$ cat config.mk
export PLATFORM = sky130hd
export DESIGN_NAME = host_tx_arbiter
export DESIGN_NICKNAME = d
export VERILOG_FILES = /design/src/rtl/host_tx_arbiter.sv
export SDC_FILE = /design/constraint.sdc
export NUM_CORES = 1
export LEC_CHECK = 0
export CAP_MARGIN = 10
export CORE_AREA = 3 3 52 54
export DETAILED_ROUTE_END_ITERATION = 7
export DIE_AREA = 0 0 55 57
export PLACE_DENSITY = 0.71
export REMOVE_ABC_BUFFERS = 1
export SLEW_MARGIN = 20
export SYNTH_ARGS = -nofsm -noshare
export SYNTH_HDL_FRONTEND = slang
export SYNTH_SLANG_ARGS = --single-unit
$ cat constraint.sdc
create_clock -name clk -period 2.1 [get_ports clk]
set_input_delay 0.63 -clock clk [delete_from_list [all_inputs] [get_ports clk]]
set_output_delay 0.63 -clock clk [all_outputs]
set_load 0.02 [all_outputs]
$ cat src/rtl/host_tx_arbiter.sv
// host_tx_arbiter: packet-aware round-robin arbiter merging NUM_REQ byte streams onto one host stream
module host_tx_arbiter #(
  parameter int NUM_REQ = 2,
  parameter int STALL_TIMEOUT = 1024,
  localparam int GW = (NUM_REQ > 1) ? $clog2(NUM_REQ) : 1
) (
  input  logic                 clk,
  input  logic                 reset,
  input  logic [8*NUM_REQ-1:0] s_tdata,
  input  logic [NUM_REQ-1:0]   s_tvalid,
  input  logic [NUM_REQ-1:0]   s_tlast,
  output logic [NUM_REQ-1:0]   s_tready,
  output logic [7:0]           m_tdata,
  output logic                 m_tvalid,
  input  logic                 m_tready,
  output logic [GW-1:0]        grant_id,
  output logic                 busy,
  output logic                 stall_err
);
  localparam int CW = $clog2(STALL_TIMEOUT + 1);
  typedef enum logic {IDLE, XFER} state_t;
  state_t state, state_nxt;
  logic [GW-1:0] grant_nxt;
  logic [GW-1:0] cand;
  logic [GW-1:0] idx;
  logic found;
  logic [CW-1:0] stall_cnt, stall_nxt;
  logic stall_err_nxt;
  assign busy = state == XFER;
  // round-robin search: first valid requester after the last grant, wrapping around
  always_comb begin
    found = 1'b0;
    cand = grant_id;
    idx = grant_id;
    for (int k = 1; k <= NUM_REQ; k++) begin
      idx = GW'((int'(grant_id) + k) % NUM_REQ);
      if (!found && s_tvalid[idx]) begin
        found = 1'b1;
        cand = idx;
      end
    end
  end
  // next state, zero-latency passthrough of the granted stream, and stall watchdog
  always_comb begin
    state_nxt = state;
    grant_nxt = grant_id;
    stall_nxt = stall_cnt;
    stall_err_nxt = stall_err;
    s_tready = '0;
    m_tvalid = 1'b0;
    m_tdata = '0;
    if (state == IDLE) begin
      if (found) begin
        state_nxt = XFER;
        grant_nxt = cand;
        stall_nxt = '0;
      end
    end else begin
      m_tvalid = s_tvalid[grant_id];
      m_tdata = s_tdata[{grant_id, 3'b000} +: 8];
      s_tready[grant_id] = m_tready;
      if (m_tvalid && m_tready) begin
        stall_nxt = '0;
        state_nxt = s_tlast[grant_id] ? IDLE : XFER;
      end else if (!m_tvalid) begin
        if (stall_cnt == CW'(STALL_TIMEOUT - 1)) begin
          stall_err_nxt = 1'b1;
          state_nxt = IDLE;
          stall_nxt = '0;
        end else begin
          stall_nxt = stall_cnt + 1'b1;
        end
      end
    end
  end
  // state, grant and watchdog registers; grant starts at the top so requester 0 wins first
  always_ff @(posedge clk) begin
    if (reset) begin
      state <= IDLE;
      grant_id <= GW'(NUM_REQ - 1);
      stall_cnt <= '0;
      stall_err <= 1'b0;
    end else begin
      state <= state_nxt;
      grant_id <= grant_nxt;
      stall_cnt <= stall_nxt;
      stall_err <= stall_err_nxt;
    end
  end
endmodule

## Yosys cells after proc, flatten, opt, wreduce, memory -nomap -nowiden

Cells that the tools add are included.

| operators by class | value |
|---|---|
| add/subtract/negate cells | 3 |
| magnitude comparators | 4 |
| equal/unequal tests | 2 |
| shifts and indexed selects | 1 |
| multiplexer cells | 28 |
| bitwise gates (word level) | 4 |
| reduce and logical (&&, ||, !) cells | 9 |

Operators by type and width:

| operator | count |
|---|---|
| $mux 11 | 5 |
| $mux 1 | 20 |
| $shiftx 16x5->8 | 1 |
| $add 11x1->11 const B | 1 |
| $eq 11x10->1 const B | 1 |
| $mux 8 | 1 |
| $lt 1x2->1 const B | 3 |
| $reduce_and 4->1 | 1 |
| $reduce_bool 2->1 | 2 |
| $logic_and 1x1->1 | 3 |
| $ne 3x2->1 const B | 1 |
| $not 1->1 | 3 |
| $reduce_and 3->1 | 1 |
| $add 1x1->1 const B | 2 |
| $and 2x2->2 | 1 |
| $mux 2 | 1 |
| $reduce_and 2->1 | 1 |
| $demux 1 s1 | 1 |
| $ge 1x1->1 const B | 1 |
| $logic_not 1->1 | 1 |

| storage, ports and cells | value |
|---|---|
| register bits | 14 |
| bits of input ports | 23 |
| output and inout bits | 14 |
| logic and storage cells | 55 |

## Logic depth before layout (Yosys ltp)

Gate-level depths: netlist of run 1.

| depth | value |
|---|---|
| word-level depth | 9 |
| gate-level depth with buffers | 6 |
| gate-level depth less buffers | 5 |

## Worst setup path before layout of run 1

Ideal clock, no wire load.

| timing path | value |
|---|---|
| kind | register to output |
| start | register grant_id |
| end | output m_tdata[0] |
| arrival | 1.454 ns |
| slack | 0.016 ns |
| stages on the path, launching flop included | 5 |
| buffers on the path | 2 |
| cells stage by stage | dfxtp_1 > buf_2 > buf_1 > mux2i_1 > nor2_1 |

| between the ends | value |
|---|---|
| longest elaborated chain between the ends | 2 |

RTL lines:

| item | RTL line | text |
|---|---|---|
| start: declaration | 16 | `output logic [GW-1:0] grant_id,` |
| start signal: assignment | 80 | `grant_id <= GW'(NUM_REQ - 1);` |
| start signal: assignment | 85 | `grant_id <= grant_nxt;` |
| $shiftx 16x5->8 | 60 | `m_tdata = s_tdata[{grant_id, 3'b000} +: 8];` |
| $mux 8 | 52 | `if (state == IDLE) begin` |
| end: declaration | 13 | `output logic [7:0] m_tdata,` |

Every way passes these cells.

## Worst setup path in the final report of run 1

| timing path | value |
|---|---|
| start | input s_tdata[9] |
| end | output m_tdata[1] |

| between the ends | value |
|---|---|
| longest elaborated chain between the ends | 2 |

RTL lines:

| item | RTL line | text |
|---|---|---|
| start: declaration | 9 | `input logic [8*NUM_REQ-1:0] s_tdata,` |
| $shiftx 16x5->8 | 60 |  |
| $mux 8 | 52 |  |

Every way passes these cells.

==> results of run 1 <==
power breakdown:
part	switching [W]	internal (W)	total (W)
logic	0.000112	0.000117	0.000229
clock network	0.000103	0.000106	0.000208
registers	0.00000521	0.000270	0.000276
total	0.000220	0.000493	0.000713
worst paths after layout:
kind              depth (start not counted)                         end
setup reg to reg                          5   stall_cnt[5]$_SDFFE_PP0P_
hold / removal                            2  stall_cnt[10]$_SDFFE_PP0P_
hold reg to reg                           2  stall_cnt[10]$_SDFFE_PP0P_
setup / recovery                          4                  m_tdata[1]
cell usage after synthesis (2+ instances only):
cell type,number
mux2i_1,10
a32oi_1,3
inv_1,4
a311oi_1,3
o21ai_0,3
and3_1,3
nand3_1,6
o22ai_1,2
dfxtp_1,14
nand4_1,6
nand2b_1,2
nand2_1,9
nor2_1,13
a21oi_1,10
buf_6,2
registers in the layout, summed over array words and instances (netlist names):
| register | cells |
|---|---|
| busy | 1 |
| grant_id | 1 |
| stall_cnt | 11 |
| stall_err | 1 |
worst min-delay path: stages (launching register included):
cell     delay, ns
dfxtp_1       0.34
nand2_1       0.06
a21oi_1       0.03
timing repair:
action | in CTS | in global routing
pin swaps | 0 | 2
resized for setup | 45 | 14
buffers inserted | 0 | 1
setup endpoints to repair | 12 | 8
routing by layer:
layer | vias up | global-route usage, % | wire, microns
li1 | 540 | - | -
met1 | 488 | 20.6 | 1090
met2 | 55 | 31.9 | 1280
met3 | 7 | 8.36 | 314
met4 | 0 | 10.1 | 60
met5 | - | 0 | 0
cells by family after synthesis:
kind of cell | after synthesis | synth area share [%]
simple gates | 51 | 29.1
compound gates | 28 | 20.7
flops | 14 | 29.4
mux | 12 | 13.3
buf+inv | 11 | 6.17
fa+ha+maj | 1 | 1.31
final cells by class:
class,instances,area share [%]
multi-input cells,92,42.8
repair buffers,51,31.4
flip-flops and latches,14,19.5
clock buffers,4,2.53
well taps,28,2.44
inverters,5,1.31
stage by stage:
step                      instances  cell area [sq um]  setup slack (ns)  hold WS (ns)
after detailed placement        189               1410            -0.457         0.450
after floorplan                 111                913             0.120         0.425
after global routing            194               1440           0.00625         0.502
after global placement          189               1410            -0.438         0.437
final                           194               1440            0.0521         0.466
after CTS                       193               1390         0.0000833         0.463
==> impl_results.md, run 1 <==
* Pre-antenna DRT Iters at 4
* Die width at 55 microns
* Post-layout utilization of the core at 63.7%
* RR Startpoint: stall_cnt[0]$_SDFFE_PP0P_
* Initial Util at 42.3%
* Post-DR wirelength/cell at 14.2 microns
* Cts hold-fix bufs at 0
* # DRC at 0
* Pleak at 0.678 nW
* Fraction of layout cells with a size suffix above 1 at 22.9%
* Clock Skews at 0.00876 ns
* Maximum level of the CTS H-tree at 1
* Post-synthesis sequential area ratio at 29.4%
* Final Hold Vio Count at 0
* Dpl hpwl at 2.19 mm
* Register area at 280 sq um
* CTS clk-pin slew, worst paths at 0.10 ns
* Crit start category: input pin
* CORE AREA at 2250 sq um
* Post-route ant nets at 0
* ANT cells at 0
* Post-Synthesis Cells at 117
* Hold path start: stall_cnt[10]$_SDFFE_PP0P_
* Status: complete, no violations
* Largest net degree at the start of global routing at 11
* GP Congestion at 0.794
* Fillers at 218
* Pwr Total at 0.000713 W
* Cell Rows at 17
* Tmin final at 2.05 ns
* Worst skew pair latency at 0.30 ns
* RSZ-0062 raised after global routing: no
* Area share of the largest cell type after synthesis at 29.4%
* Most common cell after layout, fill and taps aside: buf_4
* Final setup fails at 0
* Critical Path RT at 1.47 ns
* Crit share post-route at 97.5%
* Iter 0 DRT Violations at 17
* Area Overhead vs Synth at 50.7%
* GRT Total Usage at 19.5%
* Max clock buf depth at 2
* Vias post-DR at 1,090
* TritonCTS Buffers at 3
* Fin nets at 191
* PortBufs at 36
* Crit path kind: input pin to output port
* Synth Area per Inst at 8.15 sq um
* CTS Root Cell: clkbuf_4
* FF+latch count, synth at 14
* Delay-heaviest family, CP: buffers and inverters
* Critical Path Max Stage Delay at 0.45 ns
* DIE HEIGHT at 57 microns
* Sink Count at 14
* Main flop type after synthesis: dfxtp_1
* Crit end category: output port
* Worst slew pin tran at 0.387 ns
* Peak VDD IR at 0.314 mV
* Total of max-cap violations at 0
* R2R Setup Slk at 0.33 ns
* CTS tree: yes
* Buf/Inv on CP at 2
* Antenna violations before repair at 0
* Crit path launch: s_tdata[9]
* Largest cells by area after synthesis: dfxtp_1 29%, mux2i_1 10%, a21oi_1 5.2%
* Fin Setup TNS at 0 ns
* Total gr overflow at 0
* Max Fanout on Critical Path at 1
* Slew Limit Fails at 0
* Worst Path Arrival at 1.42 ns
* Post-synth EDFFs at 0
* WL final at 2.75 mm
* Yosys cell types at 42
* Post-Syn Area at 953 sq um
* Crit-path cells: clkdlybuf4s50_1 -> mux2i_1 -> nor2_1 -> buf_2
* Global-route wire length before repair at 4.46 mm
* Slew HR at 73.9%
* Hold/Removal Path Class: flop to flop
* Cell taking the most area after synthesis: dfxtp_1
* Asr flop ratio synth at 0%
* Most frequent cells in the layout: 21 x buf_4, 16 x clkdlybuf4s50_1, 14 x dfxtp_1
* Power Density at 496 nW/um^2
* Area of the multi-input gates at 614 sq um
* Max Fclk at 0.488 GHz
* Die area at 3140 sq um
* Vias in the first global route at 1,090
* Synth Warn # at 0
* Vias/cell at 5.62
* Slowest CP cell: clkdlybuf4s50_1
* # IOs at 37
Power figures use the tool's default switching activity.
==> inputs of run 2 (changes only) <==
--- a/config.mk
+++ b/config.mk
@@ -6,9 +6,9 @@
 export NUM_CORES = 1
 export LEC_CHECK = 0
 export CAP_MARGIN = 10
-export CORE_AREA = 3 3 52 54
+export CORE_AREA = 2 2 51 53
 export DETAILED_ROUTE_END_ITERATION = 7
-export DIE_AREA = 0 0 55 57
+export DIE_AREA = 0 0 53 55
 export PLACE_DENSITY = 0.71
 export REMOVE_ABC_BUFFERS = 1
 export SLEW_MARGIN = 20
==> run 2 against run 1 <==
Net effect:
- critical endpoint is now m_tdata[0]
- power decreased by 2.0%
- sequential share of layout area grew 0.31 points
- clock skew is 0.0028 ns lower
- count of clock-buffer cells in the layout unchanged
- sequential power hardly changed
==> impl_results.md, run 2 (synthesized netlist as in run 1, its figures left out) <==
* Max Fanout on Critical Path at 1 (unchanged)
* Cell Rows at 18 (+1)
* Sw power at 0.000207 W (-6.0%)
* Crit share post-route at 98.3% (+0.74 points)
* P_int at 0.000491 W (-0.27%)
* Largest net degree at the start of global routing at 11 (unchanged)
* Hold/Removal Path Class: flop to flop
* Most common cell after layout, fill and taps aside: clkdlybuf4s50_1
* # DRC at 0 (unchanged)
* # IOs at 37 (unchanged)
* Tmin final at 2.06 ns (+0.0154 ns)
* Logic gate share of total power at 32.3% (+0.2 points)
* Post-layout utilization of the core at 60.1% (-3.7 points)
* CTS clk-pin slew, worst paths at 0.09 ns (about the same)
* Total gr overflow at 0 (unchanged)
* Post-route ant nets at 0 (unchanged)
* Slew HR at 72.4% (-1.5 points)
* Global-route wire length before repair at 4.15 mm (-7.0%)
* Vias in the first global route at 1,014 (-7.0%)
* CTS Root Cell: clkbuf_4
* Max Fclk at 0.485 GHz (-0.75%)
* Worst skew pair latency at 0.27 ns (-0.03 ns)
* Critical Path RT at 1.47 ns (about the same)
* Pre-antenna DRT Iters at 4 (unchanged)
* Hold Path Sink: stall_cnt[10]$_SDFFE_PP0P_
* DIE HEIGHT at 55 microns (-3.5%)
* Fin Setup TNS at 0 ns (unchanged)
* FF-to-FF path depth at 5 (unchanged)
* Worst slew pin tran at 0.410 ns (+0.0227 ns)
* Post-DR wirelength/cell at 13.5 microns (-4.8%)
* Die area at 2920 sq um (-7.0%)
* Final setup fails at 0 (unchanged)
* WL final at 2.65 mm (-3.8%)
* ANT cells at 0 (unchanged)
* R2R Setup Slk at 0.33 ns (about the same)
* Worst Path Arrival at 1.43 ns (about the same)
* Biggest register: stall_cnt
* Max FFs per register at 11 (unchanged)
* Pwr Total at 0.000698 W (-2.0%)
* Cts hold-fix bufs at 0 (unchanged)
* Sw frac at 29.6% (-1.2 points)
* Maximum level of the CTS H-tree at 1 (unchanged)
* Antenna violations before repair at 0 (unchanged)
* Status: complete, no violations
* Vias post-DR at 1,097 (+0.64%)
* Crit path kind: input pin to output port
* Postcts setup bufs at 0 (unchanged)
* Total of max-cap violations at 0 (unchanged)
* Iter 0 DRT Violations at 29 (+12)
* Die width at 53 microns (-3.6%)
* Dpl hpwl at 2.12 mm (-3.3%)
* Max clock buf depth at 2 (unchanged)
* Vias/cell at 5.60 (-0.38%)
* Most frequent cells in the layout: 21 x clkdlybuf4s50_1, 18 x buf_4, 13 x nor2_1, 13 x dfxtp_1
* Clock Skews at 0.00599 ns (-0.00277 ns)
* Fraction of layout cells with a size suffix above 1 at 23.5% (+0.60 points)
* PortBufs at 36 (unchanged)
* GRT Total Usage at 18.6% (-0.86 points)
* Fillers at 218 (unchanged)
* Final Hold Vio Count at 0 (unchanged)
* Slew Limit Fails at 0 (unchanged)
* GP Congestion at 0.757 (-4.6%)
* Sink Count at 14 (unchanged)
* Cells on Worst Hold Path at 2 (unchanged)
* Reg power frac at 39.8% (+1.1 points)
* Crit start category: input pin
* Power Density at 492 nW/um^2 (-0.92%)
* Crit end category: output port
* Share of total power in the clock network at 27.9% (-1.3 points)
* Post-DP Area at 1420 sq um (+0.71%)
* Fin area at 1420 sq um (-1.1%)
* CORE AREA at 2360 sq um (+4.9%)
* Hold path start: stall_cnt[10]$_SDFFE_PP0P_
* TritonCTS Buffers at 3 (unchanged)
* Initial Util at 40.3% (-2.0 points)
* CTS tree: yes
* Fin nets at 191 (unchanged)
* Peak VDD IR at 0.241 mV (-23%)
* Pleak at 0.630 nW (-7.0%)
* Reg-to-reg endpoint: stall_cnt[7]$_SDFFE_PP0P_
* RR Startpoint: stall_cnt[0]$_SDFFE_PP0P_
* Area Overhead vs Synth at 48.9%
-- run 2: changes by cell type in the layout (fill, tap and decap cells not counted) --
cell,change
clkdlybuf4s50_1,+5
buf_2,+3
dfxtp_1,-1
buf_4,-3
dlymetal6s2s_1,-5
dfxtp_2,+1
-- run 2: area by class of cell --
class                           instances  area (sq um)  area share (%)
Inverter                                5          18.8            1.32
Multi-Input combinational cell         92           614            43.3
Clock buffer                            4          36.3            2.56
Sequential cell                        14           282            19.8
Tap cell                               30          37.5            2.64
Timing Repair Buffer                   51           432            30.4
-- run 2: critical path: stages --
cell and delay (ns):
clkdlybuf4s50_1 0.46, mux2i_1 0.07, nor2_1 0.11, buf_4 0.16
-- run 2: stage by stage --
stage / instances / setup WS, ns / hold WS [ns]
after floorplan: 111 / 0.120 / 0.425
after global placement: 192 / -0.437 / 0.439
after detailed placement: 192 / -0.457 / 0.455
after CTS: 196 / -0.000441 / 0.467
after global routing: 196 / -0.0147 / 0.492
final: 196 / 0.0367 / 0.469
-- run 2: worst max path at each step --
stage                     from         end  slack [ns]  depth (start not counted)
3_5_place_dp       s_tvalid[1]    m_tvalid       -0.46                          4
5_1_grt             s_tdata[8]  m_tdata[0]       -0.01                          4
4_1_cts            s_tvalid[1]    m_tvalid     -0.0004                          4
2_1_floorplan  busy$_SDFF_PP0_  m_tdata[0]        0.12                          2
6_report            s_tdata[8]  m_tdata[0]        0.04                          4
3_3_place_gp       s_tvalid[0]    m_tvalid       -0.44                          4
-- run 2: timing repair --
item	4_1_cts	5_1_grt
hold endpoints to repair	0	0
resized for setup	46	6
pin swaps	0	0
setup endpoints to repair	12	5
-- run 2: per-layer routing --
metal	vias up	global-route usage, %	part of all wire (%)
met5	-	0	0
met4	0	5.98	1.4
met3	4	3.23	8.2
met2	57	35.2	48
met1	502	21.3	42
li1	534	-	-
-- run 2: power by group through the flow --
stage / clock network, W / logic [W] / registers (W)
4_1_cts: 0.000195 / 0.000225 / 0.000278
2_1_floorplan: 0 / 0.0000935 / 0.000294
6_report: 0.000195 / 0.000226 / 0.000278
5_1_grt: 0.000212 / 0.000244 / 0.000278
3_3_place_gp: 0 / 0.000236 / 0.000283
3_5_place_dp: 0 / 0.000241 / 0.000283
